===== src/rtl/inbuf_pingpong_cntl.sv =====
// inbuf_pingpong_cntl
// Fetches a programmed run of lines from the input-buffer memory into two
// ping-pong line registers and presents each line to the encoder engine for
// M uses. While the engine works on the active bank, the next line is
// prefetched into the idle bank, so back-to-back lines show no bubble as
// long as memory keeps up.
module inbuf_pingpong_cntl #(
  parameter int DATA_W = 256,
  parameter int ADDR_W = 10,
  parameter int M_W    = 4
) (
  input  logic              clk,
  input  logic              rst,
  input  logic              eng_rst,
  input  logic              cfg_start,
  input  logic [M_W-1:0]    cfg_m,
  input  logic [ADDR_W-1:0] cfg_base_addr,
  input  logic [ADDR_W-1:0] cfg_num_lines,
  input  logic              eng_data_used,
  output logic              mem_rd_req,
  output logic [ADDR_W-1:0] mem_rd_addr,
  input  logic [DATA_W-1:0] mem_rd_data,
  input  logic              mem_rd_data_val,
  output logic [DATA_W-1:0] eng_dout,
  output logic              eng_dout_val,
  output logic              eng_line_last,
  output logic              busy,
  output logic              done,
  output logic              err_underflow
);

  typedef enum logic {IDLE = 1'b0, RUN = 1'b1} state_t;

  // Either reset source returns the block to its power-on state.
  logic soft_rst;
  assign soft_rst = rst | eng_rst;

  // Control state
  state_t            state_reg;
  logic [M_W-1:0]    m_reg;
  logic [M_W-1:0]    use_cnt_reg;
  logic [ADDR_W-1:0] addr_reg;
  logic [ADDR_W-1:0] lines_left_rd_reg;
  logic [ADDR_W-1:0] lines_left_use_reg;
  logic              outstanding_reg;
  logic              active_reg;
  logic              done_reg;
  logic              err_reg;

  // Ping-pong banks
  logic [1:0]        bank_valid_reg;
  logic [DATA_W-1:0] bank_data_reg [2];

  // Decoded per-cycle events
  logic run;
  logic active_valid;
  logic all_banks_valid;
  logic rd_fire;
  logic capture;
  logic fill_sel;
  logic line_last;
  logic consume;
  logic release_line;
  logic [M_W-1:0] m_last;

  // Decode fetch, capture and consume events from the registered state.
  always_comb begin
    run             = (state_reg == RUN);
    active_valid    = bank_valid_reg[active_reg];
    all_banks_valid = &bank_valid_reg;
    // Only one read in flight, and only when a bank can accept it.
    rd_fire         = run && (lines_left_rd_reg != '0) && !outstanding_reg
                      && !all_banks_valid;
    // Data without a pending request (stale or spurious) is discarded.
    capture         = mem_rd_data_val && outstanding_reg;
    // Refill the active bank if it is empty, otherwise prefetch into the other.
    fill_sel        = active_valid ? ~active_reg : active_reg;
    m_last          = m_reg - 1'b1;
    line_last       = active_valid && (use_cnt_reg == m_last);
    consume         = eng_data_used && active_valid;
    release_line    = consume && line_last;
  end

  // Per-bank storage: a capture fills the bank, a final use empties it.
  // A capture and a release never target the same bank in one cycle.
  generate
    for (genvar gi = 0; gi < 2; gi++) begin : g_bank
      always_ff @(posedge clk) begin
        if (soft_rst) begin
          bank_valid_reg[gi] <= 1'b0;
          bank_data_reg[gi]  <= '0;
        end else if (capture && (fill_sel == 1'(gi))) begin
          bank_valid_reg[gi] <= 1'b1;
          bank_data_reg[gi]  <= mem_rd_data;
        end else if (release_line && (active_reg == 1'(gi))) begin
          bank_valid_reg[gi] <= 1'b0;
        end
      end
    end
  endgenerate

  // Run control FSM: start/latch, address generation, use counting, done.
  always_ff @(posedge clk) begin
    if (soft_rst) begin
      state_reg          <= IDLE;
      m_reg              <= '0;
      use_cnt_reg        <= '0;
      addr_reg           <= '0;
      lines_left_rd_reg  <= '0;
      lines_left_use_reg <= '0;
      outstanding_reg    <= 1'b0;
      active_reg         <= 1'b0;
      done_reg           <= 1'b0;
      err_reg            <= 1'b0;
    end else begin
      done_reg <= 1'b0;

      // Engine asked for data that is not there; remembered until reset.
      if (eng_data_used && !active_valid) begin
        err_reg <= 1'b1;
      end

      case (state_reg)
        IDLE: begin
          if (cfg_start) begin
            if (cfg_num_lines != '0) begin
              state_reg          <= RUN;
              m_reg              <= (cfg_m == '0) ? M_W'(1) : cfg_m;
              addr_reg           <= cfg_base_addr;
              lines_left_rd_reg  <= cfg_num_lines;
              lines_left_use_reg <= cfg_num_lines;
              use_cnt_reg        <= '0;
            end else begin
              // Empty run completes immediately.
              done_reg <= 1'b1;
            end
          end
        end

        RUN: begin
          // cfg_start is ignored here: the run in progress owns the config.
          if (rd_fire) begin
            addr_reg          <= addr_reg + 1'b1;
            lines_left_rd_reg <= lines_left_rd_reg - 1'b1;
            outstanding_reg   <= 1'b1;
          end
          if (capture) begin
            outstanding_reg <= 1'b0;
          end
          if (consume) begin
            if (release_line) begin
              use_cnt_reg        <= '0;
              active_reg         <= ~active_reg;
              lines_left_use_reg <= lines_left_use_reg - 1'b1;
              if (lines_left_use_reg == ADDR_W'(1)) begin
                done_reg  <= 1'b1;
                state_reg <= IDLE;
              end
            end else begin
              use_cnt_reg <= use_cnt_reg + 1'b1;
            end
          end
        end

        default: state_reg <= IDLE;
      endcase
    end
  end

  // Output mapping; everything is decoded from registered state.
  always_comb begin
    mem_rd_req    = rd_fire;
    mem_rd_addr   = addr_reg;
    eng_dout      = bank_data_reg[active_reg];
    eng_dout_val  = active_valid;
    eng_line_last = line_last;
    busy          = run;
    done          = done_reg;
    err_underflow = err_reg;
  end

endmodule


===== config.mk =====
export PLATFORM = sky130hd
export DESIGN_NAME = inbuf_pingpong_cntl
export DESIGN_NICKNAME = d
export VERILOG_FILES = /design/src/rtl/inbuf_pingpong_cntl.sv
export SDC_FILE = /design/constraint.sdc
export NUM_CORES = 1
export LEC_CHECK = 0
export ABC_AREA = 1
export CAP_MARGIN = 20
export CORE_MARGIN = 2
export CORE_UTILIZATION = 55
export DETAILED_ROUTE_END_ITERATION = 10
export GPL_TIMING_DRIVEN = 1
export MAX_ROUTING_LAYER = met4
export PLACE_DENSITY_LB_ADDON = 0.25
export SYNTH_ARGS = -nofsm -noshare
export SYNTH_HDL_FRONTEND = slang
export SYNTH_SLANG_ARGS = --single-unit

===== constraint.sdc =====
create_clock -name clk -period 42.3 [get_ports clk]
set_clock_uncertainty 0.1 [all_clocks]
set_input_delay 4.23 -clock clk [delete_from_list [all_inputs] [get_ports clk]]
set_output_delay 4.23 -clock clk [all_outputs]
set_load 0.1 [all_outputs]

Word-level counts from Yosys, hierarchy flattened. Memories as Yosys holds them, arrays and structs flattened. A register that Yosys moved wholly into a read port is not among the register bits. Index checks and enable logic that the tools add are counted.

Bits in registers: 45. Latch bits: 0. Memory bits (writable): 512. ROM bits: 0. Input bits: 286. Memories kept: 1.

Add/sub/neg operators: 5. $mul: 0. Divide/modulo/power cells: 0. $lt $le $gt $ge: 1. Equal/unequal tests: 7. Shift-type cells: 0. Muxes and demuxes: 50. Bitwise gates (word level): 6. Reductions and logical operators: 28.

Memories: bank_data_reg (words 2, width 256, rd ports 1, clocked after Yosys merged registers in 1, write ports 2, RTL line 52) `logic [DATA_W-1:0] bank_data_reg [2];`.

Operators with widths (number): $mux 256 (2); $mux 10 (8); $pmux 10 s2 (3); $mux 1 (29); $mux 4 (5); $reduce_bool 10->1 (2); $sub 10x1->10 const B (2); $logic_and 1x1->1 (12); $reduce_and 3->1 (4); $add 10x1->10 const B (1); $eq 10x1->1 const B (1); $pmux 4 s2 (1); $ne 2x2->1 const B (3); $reduce_bool 2->1 (3); $add 4x1->4 const B (1); $eq 4x4->1 (1); $logic_not 4->1 (1); $ne 2x1->1 const B (2); $pmux 1 s2 (2); $reduce_and 2->1 (2); $reduce_and 4->1 (1); $sub 4x1->4 const B (1); $logic_not 1->1 (3); $not 1->1 (3); 2 further kinds (4).

Logic depth before layout (Yosys ltp). Gate-level depths: netlist (run 1).

Depth in word-level cells: 9. Depth in mapped cells: 13. Depth with buffers taken out: 12.

Least setup slack after synthesis (run 1). Ideal clock, no wire load.

Path kind: input-to-reg. Start: in mem_rd_data_val. End: mem bank_data_reg[1][0], enable pin. Arrival time: 22.125 ns. Required time: 40.973 ns. Path slack: 18.848 ns. Stages: 2. Buffers on the path: 0. Path through: nand2_1 -> o21ai_0.

RTL lines: start: declaration (RTL line 23) `input logic mem_rd_data_val,`; end: declaration (RTL line 52).

==> results.cfg, run 1 <==
[clock_network]
clockBufferDepth = 3
clock_latency_ps = 590
ctsHoldBuffers = 0
path_clk_slew_ps = 60
cts_resized = 0
post-cts-setup-buffers = 0
clock-root-buffer = clkbuf_16
cts_tree = yes
cts_max_level = 2
cts.sinks = 558
cts_buffers = 54

[die]
pin_count = 558
die_w_microns = 215.5
row_count = 77
start_util_pct = 55.66
dieArea_sq_um = 46460
die_y_microns = 215.5
core_area_sq_um = 44220

[placement]
routabilityCongestion = 0.9124
dp_hpwl_mm = 45.46
port_buffers = 557

[setup_path]
cp_slowest_stage_delay_ps = 1150
path_cells = buf_4 -> buf_4 -> mux2_2 -> clkdlybuf4s50_1
crit_arrival_ps = 4340
endpoint_kind = output port
critPathRequiredTime_ps = 37970
path_max_fanout = 73
critPathKind = flop to output port
r2r_start = active_reg
start_kind = flop
cp_num_buf_inv = 3
path_common_cell = buf_4
crit_family = buffers and inverters
crit_slowest_cell = clkdlybuf4s50_1

[global_routing]
grt_pass1_wl_mm = 100.6
grt.overflow.total = 0
grt_max_degree = 221
grt_util_all_layers_pct = 29.29
grt_pass1_vias = 17593
antenna_found_initial = 19

[route]
viasPerCell = 5.211
wl_met3_mm = 5.773
wl_per_cell_microns = 20.23
topRoutingLayerUsed = met4
vias = 17224
first_iter_violations = 1665
wl_met1_mm = 24.78
totalWireLength_mm = 66.87
dr.pass1.iters = 6
wl_met2_mm = 33.34
drc = 0
antenna_left = 0

[hold_path]
hp-start = err_underflow
hold_class = flop to flop

[power]
p_sw_share_pct = 27.04
ir_drop_v = 0.00003837
p_seq_share_pct = 49.0
p_int_mw = 0.9409
combPwrFrac_pct = 15.2
p_leak_nw = 13.86
power.share.clock_pct = 35.8
p_per_area_nw_per_um2 = 39.87
power_switching_mw = 0.3487

[synth]
synth_top_flop_cell = edfxtp_1
synthesis.nets = 2419
seq_area_frac_synth_pct = 66.21
synth.distinct_cells = 35
synth_adder_area_share_pct = 0.3558
synth_area_sq_um = 24610
ys_async_sr_fraction_pct = 0
synthTopCellsByArea = edfxtp_1, mux2_2, nor2_1
syn_avg_cell_area_sq_um = 11.58
synth-edff-count = 512
yosysMostFrequentCell = nor2_1
ys_ff_latch = 558
muxShareOfSynthArea_pct = 11.71
yosys.area_share.simple_pct = 12.88
synth_compound_area_share_pct = 1.550
netlist_instances = 2126
synth_top_area_share_pct = 62.46
synth_largest_area_cell = edfxtp_1
synth_common_cells = nor2_1, edfxtp_1, inv_1, mux2_2, nand2_1
synth_xor_area_share_pct = 0.3203
synth_top_family_by_area = simple AND/OR/NAND/NOR gates
ys_warn_count = 0

[cells_and_area]
drive_above_1_share_pct = 13.85
regArea_sq_um = 16300
nNetsFinal = 2949
multi_input_area_sq_um = 6650
n_fill_cell = 3026
largest_register_ffs = 512
area_growth_pct = 31.42

[outcome]
status = finished clean

[timing]
fmax_mhz = 115.4
hold_viol = 0
period_share_pct = 20.49
slew_headroom_pct = 7.811
finalMaxSlewViolations = 0
hold_ws_ps = 379.9
min_period_ps = 8669
worst_slew_pin_slew_ps = 1383
finalSetupTns_ps = 0
setup_viol = 0
rsz0062_at_grt = false

[flow_run]
maxCapViolCount = 0
[per-layer routing]
layer | up-vias | global-route usage [%]
met5 | - | -
met3 | 168 | 8.316
li1 | 8021 | -
met2 | 734 | 48.30
met4 | 0 | 12.67
met1 | 8301 | 33.55
[power groups by stage]
| stage | Combinational [mW] | Sequential [mW] | Clock (mW) |
|---|---|---|---|
| after floorplan | 0.128 | 0.661 | 0 |
| after global placement | 0.193 | 0.643 | 0 |
| after detailed placement | 0.195 | 0.644 | 0 |
| after CTS | 0.196 | 0.633 | 0.466 |
| after global routing | 0.205 | 0.634 | 0.486 |
| final | 0.196 | 0.632 | 0.462 |
[layout by cell type (no fill, tap or decap), types with 9 or more instances in the layout]
cell type | netlist | final
a21oi_1 | 37 | 37
buf_4 | 2 | 13
clkbuf_1 | 14 | 14
clkbuf_16 | 0 | 54
clkdlybuf4s50_1 | 0 | 557
clkinv_1 | 0 | 9
dfxtp_1 | 46 | 45
diode_2 | 0 | 20
edfxtp_1 | 512 | 512
inv_1 | 316 | 316
mux2_2 | 256 | 256
nand2_1 | 151 | 151
nand3_1 | 37 | 35
nor2_1 | 587 | 586
nor2_2 | 8 | 9
o21ai_0 | 29 | 27
[cell type report]
class / count / area share (%)
repair buffers: 574 / 17.81
clock inverters: 25 / 0.7350
flip-flops and latches: 558 / 50.39
diodes: 20 / 0.1547
well taps: 592 / 2.290
multi-input cells: 1148 / 20.56
inverters: 320 / 3.721
clock buffers: 68 / 4.340
[per-stage QoR]
stage | area [sq um] | util, % | std cells | power [mW] | setup WS (ps)
CTS | 32280 | 72.99 | 3284 | 1.294 | 33590
global route | 32340 | 73.14 | 3304 | 1.325 | 33430
finish | 32350 | 73.15 | 3305 | 1.290 | 33630
detailed placement | 30630 | 69.28 | 3191 | 0.8387 | 34250
floorplan | 24610 | - | 2126 | 0.7882 | 18850
global placement | 30610 | 69.21 | 3190 | 0.8365 | 34350
[path summary, 6_finish.rpt]
| check | end | slack [ps] | cells after the start |
|---|---|---|---|
| worst min-delay path | err_underflow | 380 | 2 |
| worst max register to register | bank_data_reg[1][164] | 38530 | 7 |
| worst min register to register | err_underflow | 380 | 2 |
| worst max-delay path | eng_dout[167] | 33630 | 4 |
[tightest hold or removal path: stages, from the launching register on]
cell and delay (ps):
dfxtp_1 320, inv_1 50, a21oi_1 60
[cell families after synthesis]
group	count (synthesis)
AO/OA/AOI/OAI	73
XOR/XNOR	9
adder cells (fa/ha/maj)	7
buffers and inverters	420
flip-flops	558
multiplexers	256
AND/OR/NAND/NOR	803
(Power assumes the default switching activity.)
==> run 2: changes to the inputs <==
--- a/config.mk
+++ b/config.mk
@@ -7,8 +7,9 @@
 export LEC_CHECK = 0
 export ABC_AREA = 1
 export CAP_MARGIN = 20
+export CORE_ASPECT_RATIO = 1.4
 export CORE_MARGIN = 2
-export CORE_UTILIZATION = 55
+export CORE_UTILIZATION = 46
 export DETAILED_ROUTE_END_ITERATION = 10
 export GPL_TIMING_DRIVEN = 1
 export MAX_ROUTING_LAYER = met4
==> constraint.sdc (replaced) <==
create_clock -name clk -period 7.17 [get_ports clk]
set_clock_uncertainty 0.1 [all_clocks]
set_input_delay 0.717 -clock clk [delete_from_list [all_inputs] [get_ports clk]]
set_output_delay 0.717 -clock clk [all_outputs]
set_load 0.1 [all_outputs]
==> results.cfg, run 2 (same netlist as run 1, synthesis figures left out) <==
[clock_network]
clock_latency_ps = 590
cts_buffers = 53
clockBufferDepth = 3
path_clk_slew_ps = 60
cts_max_level = 2
cts.sinks = 558
ctsHoldBuffers = 0
cts_tree = yes
post-cts-setup-buffers = 0
clock-root-buffer = clkbuf_16
cts_resized = 0

[route]
first_iter_violations = 1013
totalWireLength_mm = 63.32
drc = 0
dr.pass1.iters = 5
antenna_left = 0
vias = 16787
wl_per_cell_microns = 18.51
viasPerCell = 4.907

[cells_and_area]
largest_register_ffs = 512
multi_input_area_sq_um = 6650
final_cell_mix = nor2_1, clkdlybuf4s50_1, edfxtp_1, inv_1, mux2_2
nNetsFinal = 2946
area_growth_pct = 32.10
drive_above_1_share_pct = 13.98
regArea_sq_um = 16300
n_fill_cell = 4287
layout_commonest_cell = nor2_1

[setup_path]
endpoint_kind = output port
start_kind = flop
critPathRequiredTime_ps = 6350
crit_family = buffers and inverters
r2r_start = active_reg
cp_num_buf_inv = 2
path_cells = buf_12 -> mux2_2 -> clkdlybuf4s50_1
crit_arrival_ps = 3710
rr_worst_depth = 7
rrSetupSlack_ps = 4060
critPathKind = flop to output port
path_max_fanout = 126
r2r_end = bank_data_reg[1][102]
crit_slowest_cell = clkdlybuf4s50_1
cp_slowest_stage_delay_ps = 1160

[placement]
dp_hpwl_mm = 42.30
routabilityCongestion = 0.8729
port_buffers = 557

[die]
start_util_pct = 46.40
dieArea_sq_um = 55400
pin_count = 558
core_area_sq_um = 53050
die_w_microns = 199.5
row_count = 100
die_y_microns = 277.7

[timing]
period_share_pct = 63.20
hold_viol = 0
hold_ws_ps = 364.0
finalSetupTns_ps = 0
setup_viol = 0
worst_slew_pin_slew_ps = 1102
rsz0062_at_grt = false
fmax_mhz = 220.7
finalMaxSlewViolations = 0
min_period_ps = 4532
slew_headroom_pct = 26.28

[outcome]
status = finished clean

[power]
finalPower_mw = 7.622
p_per_area_nw_per_um2 = 234.4
p_leak_nw = 13.87
ir_drop_v = 0.0001951

[global_routing]
grt_pass1_wl_mm = 94.17
grt_max_degree = 142
grt.overflow.total = 0
antenna_found_initial = 12
grt_util_all_layers_pct = 22.96
grt_pass1_vias = 16741

[hold_path]
hold_class = flop to flop
holdPathEnd = err_underflow
hp-start = err_underflow
hold_path_depth = 2

[flow_run]
maxCapViolCount = 0
## run 2: worst register-to-register path, cell delays in order (launching register included)
cell and delay [ps]:
dfxtp_1 340, inv_1 110, nand2_2 90, nand2_1 210
inv_1 160, o21ai_4 180, buf_4 600, buf_4 900
## run 2: power by group
group / leakage (nW) / switching (mW) / internal, mW
combinational: 6.97 / 0.798 / 0.348
sequential: 6.08 / 0.0454 / 3.68
clock: 0.817 / 1.20 / 1.55
## run 2: worst max path at each step
stage               startpoint                  end  depth (start not counted)
2_1_floorplan  mem_rd_data_val  bank_data_reg[0][0]                          2
3_3_place_gp              flop         eng_dout[95]                          3
3_5_place_dp              flop        eng_dout[118]                          3
4_1_cts                   flop         eng_dout[13]                          3
5_1_grt                   flop        eng_dout[118]                          3
6_report                  flop         eng_dout[37]                          3
## run 2: metrics by stage
stage / util [%] / worst slack (ps) / cells / area [sq um]
4_1_cts: 61.24 / 2677 / 3410 / 32490
3_3_place_gp: 58.05 / 3288 / 3312 / 30800
2_1_floorplan: - / -953.6 / 2126 / 24620
6_report: 61.29 / 2638 / 3421 / 32510
3_5_place_dp: 58.05 / 3306 / 3312 / 30800
5_1_grt: 61.29 / 2559 / 3421 / 32510
## run 2: layer usage
metal	GRT usage (%)	share of wire (%)
met1	25.76	37
met2	38.75	51
met3	5.714	8.2
met4	9.725	3.8
met5	-	0
## run 2: area by class of cell
class,instances,area share [%]
clock buffer,67,4.372
multi-input combinational,1148,20.45
tap,714,2.748
clock inverter,31,0.8235
sequential,558,50.13
antenna,11,0.08466
inverter,320,3.702
timing repair buffer,572,17.69
